## src/rtl/latch_pkg.sv

```systemverilog
// Shared state encoding and default parameters for the latch synchroniser/monitor.
package latch_pkg;
  typedef enum logic {
    IDLE  = 1'b0,
    CHECK = 1'b1
  } state_t;

  localparam int DEF_SYNC_STAGES = 2;
  localparam int DEF_DEBOUNCE    = 4;
  localparam int DEF_CNT_W       = 8;
endpackage

```

## src/rtl/sync_chain.sv

```systemverilog
// Plain shift-register synchroniser: d enters stage 0, q is the last stage.
module sync_chain
  import latch_pkg::*;
#(
  parameter int SYNC_STAGES = DEF_SYNC_STAGES
) (
  input  logic clk,
  input  logic rst,
  input  logic d,
  output logic q
);
  logic [SYNC_STAGES-1:0] r_chain;

  always_ff @(posedge clk) begin
    if (rst) r_chain <= '0;
    else     r_chain <= {r_chain[SYNC_STAGES-2:0], d};
  end

  assign q = r_chain[SYNC_STAGES-1];
endmodule

```

## src/rtl/latch_sync_monitor.sv

```systemverilog
// Synchronises and debounces a latch output, emits edge pulses, counts changes
// and holds the most recent change in a valid/ack event register.
module latch_sync_monitor
  import latch_pkg::*;
#(
  parameter int SYNC_STAGES = DEF_SYNC_STAGES,
  parameter int DEBOUNCE    = DEF_DEBOUNCE,
  parameter int CNT_W       = DEF_CNT_W
) (
  input  logic             clk,
  input  logic             rst,
  input  logic             q_in,
  input  logic             clr,
  input  logic             rd_ack,
  output logic             q_sync,
  output logic             q_stable,
  output logic             rise,
  output logic             fall,
  output logic [CNT_W-1:0] evt_cnt,
  output logic             ovf,
  output logic             evt_valid,
  output logic             evt_level,
  output logic             evt_miss
);
  localparam int DBW = (DEBOUNCE > 1) ? $clog2(DEBOUNCE) : 1;
  localparam logic [DBW-1:0] DB_LAST = DBW'(DEBOUNCE - 1);
  localparam logic [DBW-1:0] DB_ONE  = DBW'(1);

  logic             w_sync;
  state_t           r_state, w_state_nxt;
  logic [DBW-1:0]   r_dbcnt, w_dbcnt_nxt;
  logic             w_commit;
  logic             r_stable, r_rise, r_fall;
  logic [CNT_W-1:0] r_cnt;
  logic             r_ovf, r_valid, r_level, r_miss;

  sync_chain #(.SYNC_STAGES(SYNC_STAGES)) u_sync (
    .clk (clk),
    .rst (rst),
    .d   (q_in),
    .q   (w_sync)
  );

  always_ff @(posedge clk) begin
    if (rst) begin
      r_state <= IDLE;
      r_dbcnt <= '0;
    end else begin
      r_state <= w_state_nxt;
      r_dbcnt <= w_dbcnt_nxt;
    end
  end

  always_comb begin
    w_state_nxt = r_state;
    w_dbcnt_nxt = r_dbcnt;
    w_commit    = 1'b0;
    case (r_state)
      IDLE: begin
        if (w_sync != r_stable) begin
          if (DEBOUNCE == 1) begin
            w_commit = 1'b1;
          end else begin
            w_state_nxt = CHECK;
            w_dbcnt_nxt = DB_ONE;
          end
        end
      end
      CHECK: begin
        if (w_sync == r_stable) begin
          w_state_nxt = IDLE;
          w_dbcnt_nxt = '0;
        end else if (r_dbcnt == DB_LAST) begin
          w_commit    = 1'b1;
          w_state_nxt = IDLE;
          w_dbcnt_nxt = '0;
        end else begin
          w_dbcnt_nxt = r_dbcnt + 1'b1;
        end
      end
      default: begin
        w_state_nxt = IDLE;
        w_dbcnt_nxt = '0;
      end
    endcase
  end

  always_ff @(posedge clk) begin
    if (rst) begin
      r_stable <= 1'b0;
      r_rise   <= 1'b0;
      r_fall   <= 1'b0;
      r_cnt    <= '0;
      r_ovf    <= 1'b0;
      r_valid  <= 1'b0;
      r_level  <= 1'b0;
      r_miss   <= 1'b0;
    end else begin
      r_rise <= w_commit &  w_sync;
      r_fall <= w_commit & ~w_sync;
      if (w_commit) r_stable <= w_sync;

      // clr takes priority over a coincident commit for the statistics
      if (clr) begin
        r_cnt <= '0;
        r_ovf <= 1'b0;
      end else if (w_commit) begin
        if (r_cnt == '1) r_ovf <= 1'b1;
        else             r_cnt <= r_cnt + 1'b1;
      end

      if (clr)                                 r_miss <= 1'b0;
      else if (w_commit && r_valid && !rd_ack) r_miss <= 1'b1;

      if (w_commit) begin
        r_valid <= 1'b1;
        r_level <= w_sync;
      end else if (rd_ack) begin
        r_valid <= 1'b0;
      end
    end
  end

  assign q_sync    = w_sync;
  assign q_stable  = r_stable;
  assign rise      = r_rise;
  assign fall      = r_fall;
  assign evt_cnt   = r_cnt;
  assign ovf       = r_ovf;
  assign evt_valid = r_valid;
  assign evt_level = r_level;
  assign evt_miss  = r_miss;
endmodule

```

## config.mk

```make
export PLATFORM = sky130hd
export DESIGN_NAME = latch_sync_monitor
export DESIGN_NICKNAME = d
export VERILOG_FILES = /design/src/rtl/latch_pkg.sv /design/src/rtl/sync_chain.sv /design/src/rtl/latch_sync_monitor.sv
export SDC_FILE = /design/constraint.sdc
export NUM_CORES = 1
export LEC_CHECK = 0
export BUFFER_PORTS_ARGS = -buffer_cell sky130_fd_sc_hd__buf_2
export CORE_AREA = 2 2 49 51
export DETAILED_ROUTE_END_ITERATION = 10
export DIE_AREA = 0 0 51 53
export GPL_TIMING_DRIVEN = 0
export PLACE_DENSITY = 0.7
export SLEW_MARGIN = 10
export SYNTH_ARGS = -nofsm -noshare
export SYNTH_HDL_FRONTEND = slang
export SYNTH_SLANG_ARGS = --single-unit
```

## constraint.sdc

```tcl
create_clock -name clk -period 1.4 [get_ports clk]
set_input_delay 0.07 -clock clk [delete_from_list [all_inputs] [get_ports clk]]
set_output_delay 0.07 -clock clk [all_outputs]
set_load 0.05 [all_outputs]
```

# Word-level counts from Yosys, hierarchy flattened
# Index checks and enable logic that the tools add are counted.
# word_totals
register_bits	19
latch_bits	0
ramBits	0
romBits	0
in_bits	5
output_inout_bits	16
memories	0
# classes
add_sub_neg	2
multipliers	0
div	0
n_lt_le_gt_ge	0
eq_ne	5
shift	0
mux	13
n_bitwise	5
reduce_logical	7
# ops
cell	count
$add A8 B1 Y8 const B	1
$eq A8 B8 Y1 const B	1
$mux W1	8
$mux W2	3
$pmux W2 S2	1
$reduce_and A2 Y1	2
$not A1 Y1	3
$add A2 B1 Y2 const B	1
$and A1 B1 Y1	2
$eq A2 B2 Y1 const B	1
$logic_and A1 B1 Y1	2
$ne A2 B2 Y1 const B	1
$pmux W1 S2	1
$reduce_bool A2 Y1	1
$reduce_or A2 Y1	1
$eq A1 B1 Y1	1
$logic_not A1 Y1	1
$ne A1 B1 Y1	1

# Longest topological paths before layout
# depth
depth_word	6
depth_mapped	5
ltp_nobuf	5

# Modules after synthesis
# A second synthesis with hierarchy kept.
# hier_totals
cells_unflattened	82
area_unflattened_um2	789.5
# modules_own_cells
mod	n_inst	cells_per_inst	area_each_um2
latch_sync_monitor	1	78	737.0
sync_chain	1	4	52.6

# Worst setup path after synthesis
# OpenSTA, ideal clock, no wires.
# synth_timing
path_kind	register to register
from	register r_cnt[0], in the netlist evt_cnt[0]
to	register r_cnt[1], in the netlist evt_cnt[1]
arrival_time_ps	1755
required_ps	1277
setup_slack_ps	-478
stages_incl_launch_ff	6
path_buffers	0
synth_period_minus_slack_ps	1878
path_cell_list	dfxtp_1 > ha_1 > nand3_1 > o2111ai_1 > mux2i_1 > nor2_1
# synth_via
elab_chain_cells	3
elab_cells_between_ends	4
cone_classes	1 x add/sub; 1 x eq/ne; 1 x bitwise; 1 x reduce/logical
# synth_rtl
item	line	rtl
start, declared	latch_sync_monitor.sv:34	logic [CNT_W-1:0] r_cnt;
start signal, assigned	latch_sync_monitor.sv:109	else r_cnt <= r_cnt + 1'b1;
branches (longest 3 deep; another with $add A8 B1 Y8)	n/a	
# Parallel ways; which one is timed is not known.
# A chain may end at the register's enable or synchronous reset.

# Final worst setup path
# layout_timing
from	register r_cnt[0], in the netlist evt_cnt[0]
to	register r_cnt[5], in the netlist evt_cnt[5]
# Same word-level chain as after synthesis.

==> out/metrics.yaml <==
run_status:
  status: "finished clean"
global_route:
  grt_max_degree: 11
  grt_pass1_wl_mm: 2.849
  grt_util_all_layers: 0.1438
  grt_pass1_vias: 674
  top_usage_layer: "met2"
  gr-usage-met2: 0.2489
  antenna_found_initial: 0
  grt-ovfl-total: 0
  met3_usage: 0.01695
  globalRouteMet1Util: 0.1617
synth:
  yosysWarnings: 0
  ys_seq_elements: 19
  syn-cell-area_um2: 828.3
  seq_area_frac_synth: 0.4592
  synth_fp_nets: 92
  ys_types: 35
  synthArstFlopShare: 0
  synth-edff-count: 0
  synth_cells: 85
  synth.avg_cell_area_um2: 9.745
  synth_top_flop_cell: "dfxtp_1"
min_path:
  hold_path_class: "in -> reg"
  holdPathStages: 3
  hp-start: "rst"
timing:
  timing.fmax_ghz: 0.7539
  timing.final.ws_setup_ns: 0.07362
  finalClockSkew_ns: 0.009698
  slew_violations: 0
  rsz0062_at_grt: "yes"
  relSlewSlack: 0.7327
  post-route-period-util: 0.9474
  worst_pin_slew_ns: 0.4010
  hold_viol_final: 0
  min_period_ns: 1.326
  setup_viol: 0
drt:
  drtIter0Drc: 12
  wl_mm: 1.695
  wire_per_inst_um: 12.02
  ant_nets: 0
  vias_per_cell: 5.113
  dr.pass1.iters: 4
  num_vias: 721
  drc: 0
setup_path:
  rr_startpoint: "evt_cnt[0]$_SDFFE_PP0P_"
  r2r_setup_slack_ns: 0.07
  timing.critical_path.to: "evt_cnt[5]$_SDFFE_PP0P_"
  cp_data_arrival_time_ns: 1.50
  path_cells: "ha_4, and4_1, nor4_2, xnor2_1, nor2_1"
  start_kind: "flip-flop"
  cp_num_cells: 5
  cp.required_ns: 1.58
  rr_worst_depth: 5
  worstSetupStartpoint: "evt_cnt[0]$_SDFFE_PP0P_"
  crit_fanout: 5
  cp_num_buf_inv: 0
  cp_slowest_stage_delay_ns: 0.37
  endpoint_kind: "flip-flop"
  worst_path_max_delay_cell: "dfxtp_4"
  path_delay_family: "simple AND/OR/NAND/NOR gates"
  path_class: "reg -> reg"
  r2r-end: "evt_cnt[5]$_SDFFE_PP0P_"
layout:
  seq_area_um2: 412.9
  final_area_um2: 1132
  antennaDiodeCount: 0
  drive_gt1_frac: 0.4602
  post-route-util: 0.5271
  fin_nets: 121
  fin_cells: 141
  fillers: 215
  multi_input_area_um2: 506.7
  area.growth.synth_to_final_pct: 36.71
pwr:
  ir_drop_mv: 0.4514
  power.density_nw_per_um2: 756.1
  p_leak_nw: 0.4322
place:
  gp_congestion: 0.7702
  place_area_um2: 1016
  io_buffer_count: 20
  hpwl_mm: 1.198
  dp_slack_ns: -0.09799
  dp.cells: 133
floorplanning:
  core-area_um2: 2148
  start_util: 0.3856
  rows: 17
  die_h_um: 53
  ioPinCount: 21
  die_x_um: 51
  die_area_um2: 2703
cts:
  cts_tree: "built"
  htree_num_levels: 1
  clk_latency_ns: 0.30
  clock_path_buffers: 2
  numCtsBuffers: 3
  cts_root_buffer: "clkbuf_4"
  clkSinkCount: 19
  clk_pin_slew_ns: 0.11
run:
  cap_violations: 0
[cells in the mapped netlist, types with 2 or more instances]
master / count / share of area
nand4_1: 3 / 0.023
nor2_1: 11 / 0.050
xnor2_1: 2 / 0.021
nor3_1: 4 / 0.024
nand3_1: 3 / 0.018
ha_1: 2 / 0.030
dfxtp_1: 19 / 0.46
a21oi_1: 5 / 0.030
o21ai_0: 2 / 0.012
nor2b_1: 2 / 0.015
clkbuf_1: 2 / 0.0091
nand2_1: 5 / 0.023
o21a_1: 2 / 0.018
mux2i_1: 2 / 0.024
[metal layers]
metal	share of wire	up-vias
met5	0	-
met4	0.025	0
met3	0.020	4
met2	0.52	9
met1	0.43	336
li1	-	372
[cell usage in the layout (no fill, tap or decap), types with 2 or more instances in the layout]
cell	n
nor3_1	4
o21a_1	2
dfxtp_1	7
ha_4	2
nor2_1	10
nor2b_1	2
buf_2	20
mux2i_1	2
clkbuf_4	3
dfxtp_4	7
o21ai_0	2
clkbuf_1	3
buf_4	4
nand4_1	3
nand3_4	2
a21oi_1	5
nand2_1	5
dfxtp_2	5
nand3_1	2
[worst min-delay path by stage]
stage	slack, ns	end
floorplan	0.20	u_sync.r_chain[0]$_SDFF_PP0_
global placement	0.29	u_sync.r_chain[0]$_SDFF_PP0_
detailed placement	0.29	u_sync.r_chain[0]$_SDFF_PP0_
CTS	0.03	evt_cnt[7]$_SDFFE_PP0P_
global route	0.03	evt_cnt[7]$_SDFFE_PP0P_
finish	0.04	evt_cnt[7]$_SDFFE_PP0P_
[where the power goes]
part           internal (W)  switching [W]  total (W)
Combinational     0.0000200      0.0000234  0.0000433
Clock              0.000111       0.000161   0.000272
Sequential         0.000533     0.00000753   0.000540
[layout make-up]
type / count / area share
Buffer: 3 / 0.01326
Clock buffer: 4 / 0.02320
Inverter: 1 / 0.003315
Multi-Input combinational cell: 62 / 0.4475
Sequential cell: 19 / 0.3646
Tap cell: 28 / 0.03094
Timing Repair Buffer: 24 / 0.1171
[worst min-delay path, cell delays in order]
cell and delay [ns]:
buf_2 0.09, or3_2 0.10, mux2i_1 0.05
[registers in the layout (all words and copies together), names as in the netlist]
| name | flops |
|---|---|
| r_state | 1 |
| evt_cnt | 8 |
| ovf | 1 |
| u_sync.r_chain | 2 |
| rise | 1 |
| evt_valid | 1 |
| fall | 1 |
| evt_miss | 1 |
| evt_level | 1 |
| r_dbcnt | 2 |
[stage by stage]
step	hold slack (ns)	setup TNS (ns)	total power, W
finish	0.03861	0	0.0008562
floorplan	0.1982	0	0.0005813
CTS	0.03411	-0.01137	0.0008751
global placement	0.2858	-0.09222	0.0005931
detailed placement	0.2876	-0.2501	0.0005941
global route	0.03394	-0.04198	0.0008932
[cell families (layout without fill, tap and decap cells)]
family                     count (synthesis)  after routing  synth area share
DFF                                       19             19            0.4592
xor gates and xnor gates                   4              4           0.05137
and+or+nand+nor                           39             39            0.2659
adders and majority gates                  2              2           0.03021
muxes                                      2              2           0.02417
buffers and inverters                      4             32           0.02266
AOI/OAI and AO/OA                         15             15            0.1465
[what timing repair did]
item / CTS / global route
endpoints found under the setup margin: 4 / 7
buffers inserted: 0 / 3
resized for setup: 5 / 8
hold endpoints to repair: 1 / 0
pin swaps: 0 / 5
hold buffers: 1 / 0
Power figures use the tool's default switching activity.
